### config.mk
export PLATFORM = sky130hd
export DESIGN_NAME = laser_spot_centroid_flat
export DESIGN_NICKNAME = d
export VERILOG_FILES = /design/src/rtl/laser_spot_centroid_if.sv /design/src/rtl/laser_spot_centroid.sv /design/src/flat_wrapper.sv
export SDC_FILE = /design/constraint.sdc
export NUM_CORES = 1
export LEC_CHECK = 0
export ABC_AREA = 1
export CAP_MARGIN = 25
export CORE_MARGIN = 2
export CORE_UTILIZATION = 70
export CTS_BUF_LIST = sky130_fd_sc_hd__clkbuf_4
export CTS_CLUSTER_DIAMETER = 200
export DETAILED_ROUTE_END_ITERATION = 8
export DONT_BUFFER_PORTS = 1
export GPL_ROUTABILITY_DRIVEN = 0
export HOLD_SLACK_MARGIN = 0.12
export PLACE_DENSITY = 0.83
export SYNTH_ARGS = -nofsm -noshare
export SYNTH_HDL_FRONTEND = slang
export SYNTH_SLANG_ARGS = --single-unit
### constraint.sdc
create_clock -name p_clock -period 6.9 [get_ports p_clock]
set_input_delay 0.69 -clock p_clock [delete_from_list [all_inputs] [get_ports p_clock]]
set_output_delay 0.69 -clock p_clock [all_outputs]
set_load 0.01 [all_outputs]
### src/rtl/laser_spot_centroid_if.sv
// Pixel stream into the centroid block and per-frame spot result out of it.
interface laser_spot_centroid_if;
  logic [15:0] pixel_data;
  logic        pixel_done;
  logic [9:0]  hcount;
  logic [9:0]  vcount;
  logic        frame_done;
  logic [7:0]  threshold;
  logic [9:0]  spot_x;
  logic [9:0]  spot_y;
  logic        spot_found;
  logic        spot_valid;
  logic        frame_dropped;

  modport master (
    output pixel_data, pixel_done, hcount, vcount, frame_done, threshold,
    input  spot_x, spot_y, spot_found, spot_valid, frame_dropped
  );

  modport slave (
    input  pixel_data, pixel_done, hcount, vcount, frame_done, threshold,
    output spot_x, spot_y, spot_found, spot_valid, frame_dropped
  );
endinterface

### src/rtl/laser_spot_centroid.sv
// Thresholded-pixel centroid per frame; result strobes 30 edges after frame_done (1 edge if too few hits).
// No backpressure: pixels always accumulate, a frame_done while busy is dropped and flagged.
module laser_spot_centroid #(
  parameter int MIN_PIXELS = 4
) (
  input logic                  p_clock,
  input logic                  rst_n,
  laser_spot_centroid_if.slave bus
);
  typedef enum logic [1:0] {ACCUM, DIVIDE, REPORT} state_t;

  localparam logic [18:0] MIN_CNT = 19'(MIN_PIXELS);

  state_t      state, state_nxt;
  logic [7:0]  bright;
  logic        hit;
  logic        s1_hit;
  logic [9:0]  s1_x, s1_y;
  logic [18:0] cnt, cnt_tot;
  logic [28:0] sum_x, sum_y, sum_x_tot, sum_y_tot;
  logic [18:0] divisor;
  logic [28:0] quo_x, quo_y;
  logic [19:0] rem_x, rem_y, shx, shy;
  logic        ge_x, ge_y;
  logic [4:0]  step;
  logic        skip;
  logic        short_frame;

  assign bright = {2'b0, bus.pixel_data[15:11], 1'b0}
                + {2'b0, bus.pixel_data[10:5]}
                + {2'b0, bus.pixel_data[4:0], 1'b0};
  assign hit    = bus.pixel_done && (bright >= bus.threshold);

  // Totals include the stage-1 hit landing on this edge, so the frame snapshot is complete.
  assign cnt_tot     = cnt + {18'd0, s1_hit};
  assign sum_x_tot   = sum_x + (s1_hit ? {19'd0, s1_x} : 29'd0);
  assign sum_y_tot   = sum_y + (s1_hit ? {19'd0, s1_y} : 29'd0);
  assign short_frame = cnt_tot < MIN_CNT;

  // Restoring divider step: quotient bits shift into the low end of the dividend register.
  assign shx  = {rem_x[18:0], quo_x[28]};
  assign shy  = {rem_y[18:0], quo_y[28]};
  assign ge_x = shx >= {1'b0, divisor};
  assign ge_y = shy >= {1'b0, divisor};

  always_ff @(posedge p_clock or negedge rst_n) begin
    if (!rst_n) state <= ACCUM;
    else        state <= state_nxt;
  end

  always_comb begin
    state_nxt = state;
    case (state)
      ACCUM:   if (bus.frame_done) state_nxt = short_frame ? REPORT : DIVIDE;
      DIVIDE:  if (step == 5'd28) state_nxt = REPORT;
      REPORT:  state_nxt = ACCUM;
      default: state_nxt = ACCUM;
    endcase
  end

  always_ff @(posedge p_clock or negedge rst_n) begin
    if (!rst_n) begin
      s1_hit            <= 1'b0;
      s1_x              <= '0;
      s1_y              <= '0;
      cnt               <= '0;
      sum_x             <= '0;
      sum_y             <= '0;
      divisor           <= '0;
      quo_x             <= '0;
      quo_y             <= '0;
      rem_x             <= '0;
      rem_y             <= '0;
      step              <= '0;
      skip              <= 1'b0;
      bus.spot_x        <= '0;
      bus.spot_y        <= '0;
      bus.spot_found    <= 1'b0;
      bus.spot_valid    <= 1'b0;
      bus.frame_dropped <= 1'b0;
    end else begin
      s1_hit <= hit;
      if (bus.pixel_done) begin
        s1_x <= bus.hcount;
        s1_y <= bus.vcount;
      end
      bus.spot_valid    <= 1'b0;
      bus.frame_dropped <= bus.frame_done && (state != ACCUM);

      // Any frame_done starts a fresh frame; when busy the old frame is simply discarded.
      if (bus.frame_done) begin
        cnt   <= '0;
        sum_x <= '0;
        sum_y <= '0;
      end else begin
        cnt   <= cnt_tot;
        sum_x <= sum_x_tot;
        sum_y <= sum_y_tot;
      end

      case (state)
        ACCUM: if (bus.frame_done) begin
          skip    <= short_frame;
          divisor <= cnt_tot;
          quo_x   <= sum_x_tot;
          quo_y   <= sum_y_tot;
          rem_x   <= '0;
          rem_y   <= '0;
          step    <= '0;
        end
        DIVIDE: begin
          quo_x <= {quo_x[27:0], ge_x};
          quo_y <= {quo_y[27:0], ge_y};
          rem_x <= ge_x ? (shx - {1'b0, divisor}) : shx;
          rem_y <= ge_y ? (shy - {1'b0, divisor}) : shy;
          step  <= step + 5'd1;
        end
        REPORT: begin
          bus.spot_valid <= 1'b1;
          bus.spot_found <= !skip;
          if (!skip) begin
            bus.spot_x <= quo_x[9:0];
            bus.spot_y <= quo_y[9:0];
          end
        end
        default: ;
      endcase
    end
  end
endmodule

### src/flat_wrapper.sv
// flat-port wrapper written by rule: the top's interface ports become plain ports
module laser_spot_centroid_flat 
#(
  parameter int MIN_PIXELS = 4
)
  (p_clock, rst_n, bus_pixel_data, bus_pixel_done, bus_hcount, bus_vcount, bus_frame_done, bus_threshold, bus_spot_x, bus_spot_y, bus_spot_found, bus_spot_valid, bus_frame_dropped);
  laser_spot_centroid_if bus_i ();
  input logic p_clock;
  input logic rst_n;
  input wire logic [$bits(bus_i.pixel_data)-1:0] bus_pixel_data;
  input wire logic [$bits(bus_i.pixel_done)-1:0] bus_pixel_done;
  input wire logic [$bits(bus_i.hcount)-1:0] bus_hcount;
  input wire logic [$bits(bus_i.vcount)-1:0] bus_vcount;
  input wire logic [$bits(bus_i.frame_done)-1:0] bus_frame_done;
  input wire logic [$bits(bus_i.threshold)-1:0] bus_threshold;
  output wire logic [$bits(bus_i.spot_x)-1:0] bus_spot_x;
  output wire logic [$bits(bus_i.spot_y)-1:0] bus_spot_y;
  output wire logic [$bits(bus_i.spot_found)-1:0] bus_spot_found;
  output wire logic [$bits(bus_i.spot_valid)-1:0] bus_spot_valid;
  output wire logic [$bits(bus_i.frame_dropped)-1:0] bus_frame_dropped;
  assign bus_i.pixel_data = bus_pixel_data;
  assign bus_i.pixel_done = bus_pixel_done;
  assign bus_i.hcount = bus_hcount;
  assign bus_i.vcount = bus_vcount;
  assign bus_i.frame_done = bus_frame_done;
  assign bus_i.threshold = bus_threshold;
  assign bus_spot_x = bus_i.spot_x;
  assign bus_spot_y = bus_i.spot_y;
  assign bus_spot_found = bus_i.spot_found;
  assign bus_spot_valid = bus_i.spot_valid;
  assign bus_frame_dropped = bus_i.frame_dropped;
  laser_spot_centroid #(.MIN_PIXELS(MIN_PIXELS)) u_core (.p_clock(p_clock), .rst_n(rst_n), .bus(bus_i));
endmodule
# Word level (Yosys, flattened, before mapping)

Cells that the tools add are included.

Register bits: 244
Output and inout port bits: 23
Logic and storage cells: 68

Add/subtract/negate cells: 8
Magnitude comparators: 4
Equal/unequal tests: 5
Mux-type cells: 21
Bitwise logic cells: 1
Reductions and logical operators: 10

Operators with widths:

| operator                                                    | count |
|---|---|
| two-way mux 29 bit                                          | 4 |
| one-hot mux 29 bit (2 select lines)                         | 2 |
| two-way mux 19 bit                                          | 4 |
| one-hot mux 19 bit (2 select lines)                         | 2 |
| adder 29 bit                                                | 2 |
| greater-or-equal comparator 20 x 19 -> 1 bit                | 2 |
| subtractor 19 bit                                           | 2 |
| two-way mux 10 bit                                          | 2 |
| adder 19 x 1 -> 19 bit                                      | 1 |
| less-than comparator 19 x 3 -> 1 bit, second input constant | 1 |
| one-hot mux 5 bit (2 select lines)                          | 1 |
| adder 8 x 6 -> 8 bit                                        | 1 |
| greater-or-equal comparator 8 bit                           | 1 |
| AND reduction 2 bit                                         | 4 |
| adder 6 x 6 -> 7 bit                                        | 1 |
| two-way mux 2 bit                                           | 3 |
| adder 5 x 1 -> 5 bit, second input constant                 | 1 |
| equality test 5 bit, second input constant                  | 1 |
| two-way mux 5 bit                                           | 1 |
| one-hot mux 2 bit (2 select lines)                          | 1 |
| nonzero test 2 bit                                          | 2 |
| equality test 2 x 1 -> 1 bit, second input constant         | 1 |
| equality test 2 bit, second input constant                  | 1 |
| logical AND 1 bit                                           | 2 |
| other kinds (6)                                             | 6 |

# Depth between registers and ports, before layout

Depth after elaboration: 5
Depth in mapped cells: 19
Gate-level depth less buffers: 19

# Worst setup path after synthesis

OpenSTA, ideal clock, no wires.

Path type: input port to flip-flop
Start: input port bus_pixel_data[6]
End: register u_core.s1_hit
Library setup time: 0.115 ns
Arrival time: 3.048 ns
Data required time: 6.785 ns
Path slack: 3.737 ns
Stages on the path: 16
Buffers on the path: 0
Cell sequence: ha_1 fa_1 xor2_1 ha_1 a21oi_1 nand2_1 a21o_1 a21oi_1 xor2_1 ha_1 nand2_1 nor2_1 nand4_1 o2111ai_1 nand2_1 inv_1

Word-level cells in the longest chain between the ends: 4

Ends and longest elaborated chain:

| element                           | RTL line                  | RTL |
|---|---|---|
| from (decl)                       | flat_wrapper.sv:10        | `input wire logic [$bits(bus_i.pixel_data)-1:0] bus_pixel_data;` |
| adder 6 x 6 -> 7 bit              | laser_spot_centroid.sv:30 | `+ {2'b0, bus.pixel_data[10:5]}` |
| adder 8 x 6 -> 8 bit              | laser_spot_centroid.sv:31 | `+ {2'b0, bus.pixel_data[4:0], 1'b0};` |
| greater-or-equal comparator 8 bit | laser_spot_centroid.sv:32 | `assign hit = bus.pixel_done && (bright >= bus.threshold);` |
| logical AND 1 bit                 | laser_spot_centroid.sv:32 |  |
| net u_core.hit                    | laser_spot_centroid.sv:16 | `logic hit;` |
| to (signal assigned)              | laser_spot_centroid.sv:82 | `s1_hit <= hit;` |
| to (decl)                         | laser_spot_centroid.sv:17 | `logic s1_hit;` |

The timed path passes the listed nets, and every way through them passes these cells.
A chain may end at the register's enable or synchronous reset.

# Worst setup path after layout

Start: register u_core.state[0]
End: register u_core.quo_y[9]

Word-level cells in the longest chain between the ends: 3
Elaborated cells between the ends (all ways): 6
Those cells by class: eq/ne: 2; mux: 1; reduce/logical: 3

Ends and longest elaborated chain:

| element                                                                      | RTL line                   | RTL |
|---|---|---|
| from (decl)                                                                  | laser_spot_centroid.sv:14  | `state_t state, state_nxt;` |
| from (signal assigned)                                                       | laser_spot_centroid.sv:48  | `else state <= state_nxt;` |
| equality test 2 x 1 -> 1 bit or zero test 2 bit (tied branches)              | laser_spot_centroid.sv:101 | `case (state)` |
| nonzero test 2 bit (no source line) or inequality test 2 bit (tied branches) | -                          |  |
| AND reduction 2 bit (no source line)                                         | -                          |  |
| to (signal assigned)                                                         | laser_spot_centroid.sv:106 | `quo_y <= sum_y_tot;` |
| to (signal assigned)                                                         | laser_spot_centroid.sv:113 | `quo_y <= {quo_y[27:0], ge_y};` |
| to (decl)                                                                    | laser_spot_centroid.sv:22  | `logic [28:0] quo_x, quo_y;` |

Several ways; a longest one is shown, not always the timed one.

==> impl_metrics.py <==
metrics = {
    "status": {
        "outcome": "finished, final reports clean",
    },
    "finish": {
        "drive_above_1_share_pct": 8.549,
        "final_area_sq_mm": 0.01619,
        "layout.nets": 2174,
        "syn_to_final_growth_pct": 6.676,
        "seqCellArea_sq_mm": 0.006106,
        "fill_cells": 1615,
        "multi_input_area_sq_mm": 0.007949,
    },
    "detailed_routing": {
        "drtAntennaViolNets": 0,
        "drt-wirelength-per-cell_um": 16.00,
        "post-route-drc-count": 0,
        "num_vias": 13680,
        "initialDrtViolationCount": 1023,
        "wirelength_mm": 37.73,
        "viasPerCell": 5.800,
        "drtPass1Iterations": 5,
    },
    "timing": {
        "slew_headroom_pct": 13.73,
        "fin_crit_sh_pct": 55.21,
        "max_freq_ghz": 0.2625,
        "period_needed_ns": 3.809,
        "fin_setup_tns_ns": 0,
        "hold_violations": 0,
        "setup_viol": 0,
        "fin_skew_ns": 0.06200,
        "fin_hold_ws_ns": 0.08208,
        "worst-slew-pin-transition_ns": 1.294,
        "worst_slack_ns": 3.091,
        "rsz0062_at_grt": "false",
        "final_max_slew_viol_count": 0,
    },
    "worst_setup_path": {
        "required_ns": 7.42,
        "start_kind": "flip-flop",
        "crit_type": "flip-flop to flip-flop",
        "r2r-end": "u_core.quo_y[9]$_DFFE_PN0P_",
        "cp_max_fo": 72,
        "rrSetupSlack_ns": 3.09,
        "reg2reg_from": "u_core.state[0]$_DFFE_PN0P_",
        "cp_data_arrival_time_ns": 4.33,
        "end_kind": "flip-flop",
        "r2r_cells": 8,
    },
    "power_and_ir_drop": {
        "peakVddDrop_mv": 0.2439,
        "leakagePower_uw": 0.008906,
        "finalPower_uw": 4045,
        "cellPowerDensity_mw_per_mm2": 249.8,
    },
    "yosys": {
        "syn_inst": 2023,
        "yosysTopAreaCellShare_pct": 40.22,
        "yosysTopAreaCell": "dfrtp_1",
        "synth_edf_count": 0,
        "synth.ff_latch_count": 244,
        "synth_area_leaders": "dfrtp_1 40%, nand2_1 15%, ha_1 6.6%",
        "avgSynthCellArea_sq_um": 7.503,
        "yosys_warnings": 0,
        "syn_nets": 2157,
        "yosysSeqAreaShare_pct": 40.22,
        "synth.distinct_cells": 49,
        "async_reset_ff_share_pct": 100.0,
        "synth.cell_area_sq_mm": 0.01518,
        "ys.flop_type": "dfrtp_1",
    },
    "clock_network": {
        "clock_sinks": 244,
        "postCtsSetupBuffers": 0,
        "cts.reportedPaths.clkPinSlew_ns": 0.07,
        "clock_path_buffers": 3,
        "cts.root.buffer_cell": "clkbuf_4",
        "h-tree-depth": 3,
        "clk_latency_ns": 0.69,
        "cts_resized": 0,
        "cts_tree": "yes",
        "holdBufCountCts": 4,
        "numCtsBuffers": 67,
    },
    "floorplanning": {
        "die_w_um": 151.3,
        "die_h_um": 151.3,
        "fp.coreArea_sq_mm": 0.02115,
        "ioPinCount": 71,
        "dieArea_sq_mm": 0.02288,
        "initial_core_util_pct": 71.76,
        "placementRows": 53,
    },
    "global_routing": {
        "antenna_found_initial": 1,
        "grt_pass1_vias": 13130,
        "grt.total_usage_pct": 33.83,
        "grt_pass1_wl_mm": 61.94,
        "grt_start_max_net_pins": 245,
        "grt_overflow_total": 0,
    },
    "worst_hold_path": {
        "hold_path.class": "input port to asynchronous set/reset pin",
    },
    "placed_design": {
        "place_ws_ns": 3.162,
        "hpwl_mm": 26.60,
        "placed_area_sq_mm": 0.01529,
        "port_buffers": 0,
    },
    "job": {
        "max_cap_viol_count": 0,
    },
}
[cells in the mapped netlist, types with 3 or more instances]
master and n:
mux2_2 32, dfrtp_1 244, buf_1 5, nand2_1 611
fa_1 6, a21oi_1 81, nor2_1 208, o21ai_0 86
buf_4 4, o221ai_1 5, nand3_2 3, nand3b_1 43
nand4_1 25, xor2_1 20, inv_2 6, xnor2_1 32
a21o_1 7, ha_1 80, nand3_1 135, o21bai_1 6
nor3_1 16, inv_1 222, nand2_2 10, o21ai_1 12
or2_2 5, o211ai_1 4, and2_1 4, buf_2 17
a22oi_1 29, nor2_4 5, nor2_2 7, clkbuf_1 31
[state kept, by name (all words and copies together), names as in the netlist, 19 cells and up]
register	cells
u_core.divisor	19
u_core.sum_y	29
u_core.cnt	19
u_core.quo_y	29
u_core.quo_x	29
u_core.rem_y	19
u_core.rem_x	19
u_core.sum_x	29
[cells in the final DEF, fill, tap and decap left out, types with 4 or more instances in the layout]
cell type    n
nand2_1    610
dfrtp_1    244
inv_1      222
nor2_1     208
nand3_1    135
clkbuf_4    94
o21ai_0     86
a21oi_1     81
ha_1        80
nand3b_1    43
xnor2_1     32
mux2_2      32
a22oi_1     29
nand4_1     25
xor2_1      20
nor3_1      16
clkinv_1    14
o21ai_1     12
nand2_2     11
inv_2        7
a21o_1       7
nor2_4       6
nor2_2       6
o21bai_1     6
fa_1         6
or2_2        5
o221ai_1     5
and2_1       4
o211ai_1     4
[kinds of logic (layout without fill, tap and decap cells)]
group | after synthesis | count (layout) | share of synthesized area, %
compound gates | 241 | 241 | 9.050
mux | 32 | 32 | 2.374
xor+xnor | 52 | 52 | 3.000
simple gates | 1080 | 1080 | 30.51
buf+inv | 288 | 347 | 7.460
fa+ha+maj | 86 | 86 | 7.385
other cells | 0 | 1 | 0
flops | 244 | 244 | 40.22
[layout make-up]
type,count,area share [%]
tap,275,2.125
antenna,1,0.01545
sequential,244,37.71
clock buffer,94,4.358
multi-input combinational,1491,49.09
timing repair buffer,7,0.6491
inverter,229,5.308
clock inverter,17,0.7495
[how the worst max path moves through the flow]
stage                                startpoint                            to  slack, ns  cells past startpoint
detailed placement               bus_frame_done  u_core.quo_y[18]$_DFFE_PN0P_       3.16                      7
global route        u_core.state[0]$_DFFE_PN0P_  u_core.quo_y[19]$_DFFE_PN0P_       2.87                      8
floorplan                     bus_pixel_data[6]       u_core.s1_hit$_DFF_PN0_       3.74                     16
CTS                 u_core.state[0]$_DFFE_PN0P_   u_core.quo_y[9]$_DFFE_PN0P_       3.24                      8
global placement                 bus_frame_done   u_core.quo_y[9]$_DFFE_PN0P_       3.24                      7
finish              u_core.state[0]$_DFFE_PN0P_   u_core.quo_y[9]$_DFFE_PN0P_       3.09                      8
[worst max-delay path, cell delays in order, from the launching register on]
cell	delay [ns]
dfrtp_1	0.47
nor2_1	0.12
nand2_2	0.73
inv_2	0.46
nor2_4	0.81
buf_4	0.70
a21oi_1	0.09
nand2_1	0.10
o21ai_0	0.07
[metal layers]
metal | wire length, um | vias up | GRT usage, %
met3 | 2795 | 111 | 7.620
met5 | 0 | - | 0
li1 | - | 6605 | -
met2 | 17620 | 518 | 54.75
met4 | 1351 | 0 | 14.53
met1 | 15970 | 6442 | 43.89
[through the flow]
step	cells	utilization [%]
floorplan	2023	-
global placement	2241	72.20
detailed placement	2242	72.27
CTS	2357	76.54
global route	2358	76.55
finish	2358	76.55
[where the power goes]
group | leakage [uW] | total, uW | switching (uW) | internal (uW)
clock | 0.000489 | 1310 | 608 | 700
combinational | 0.00509 | 1030 | 660 | 372
sequential | 0.00332 | 1710 | 139 | 1570
total | 0.00891 | 4040 | 1410 | 2640
Note: power is estimated with default switching activity, not from simulation.
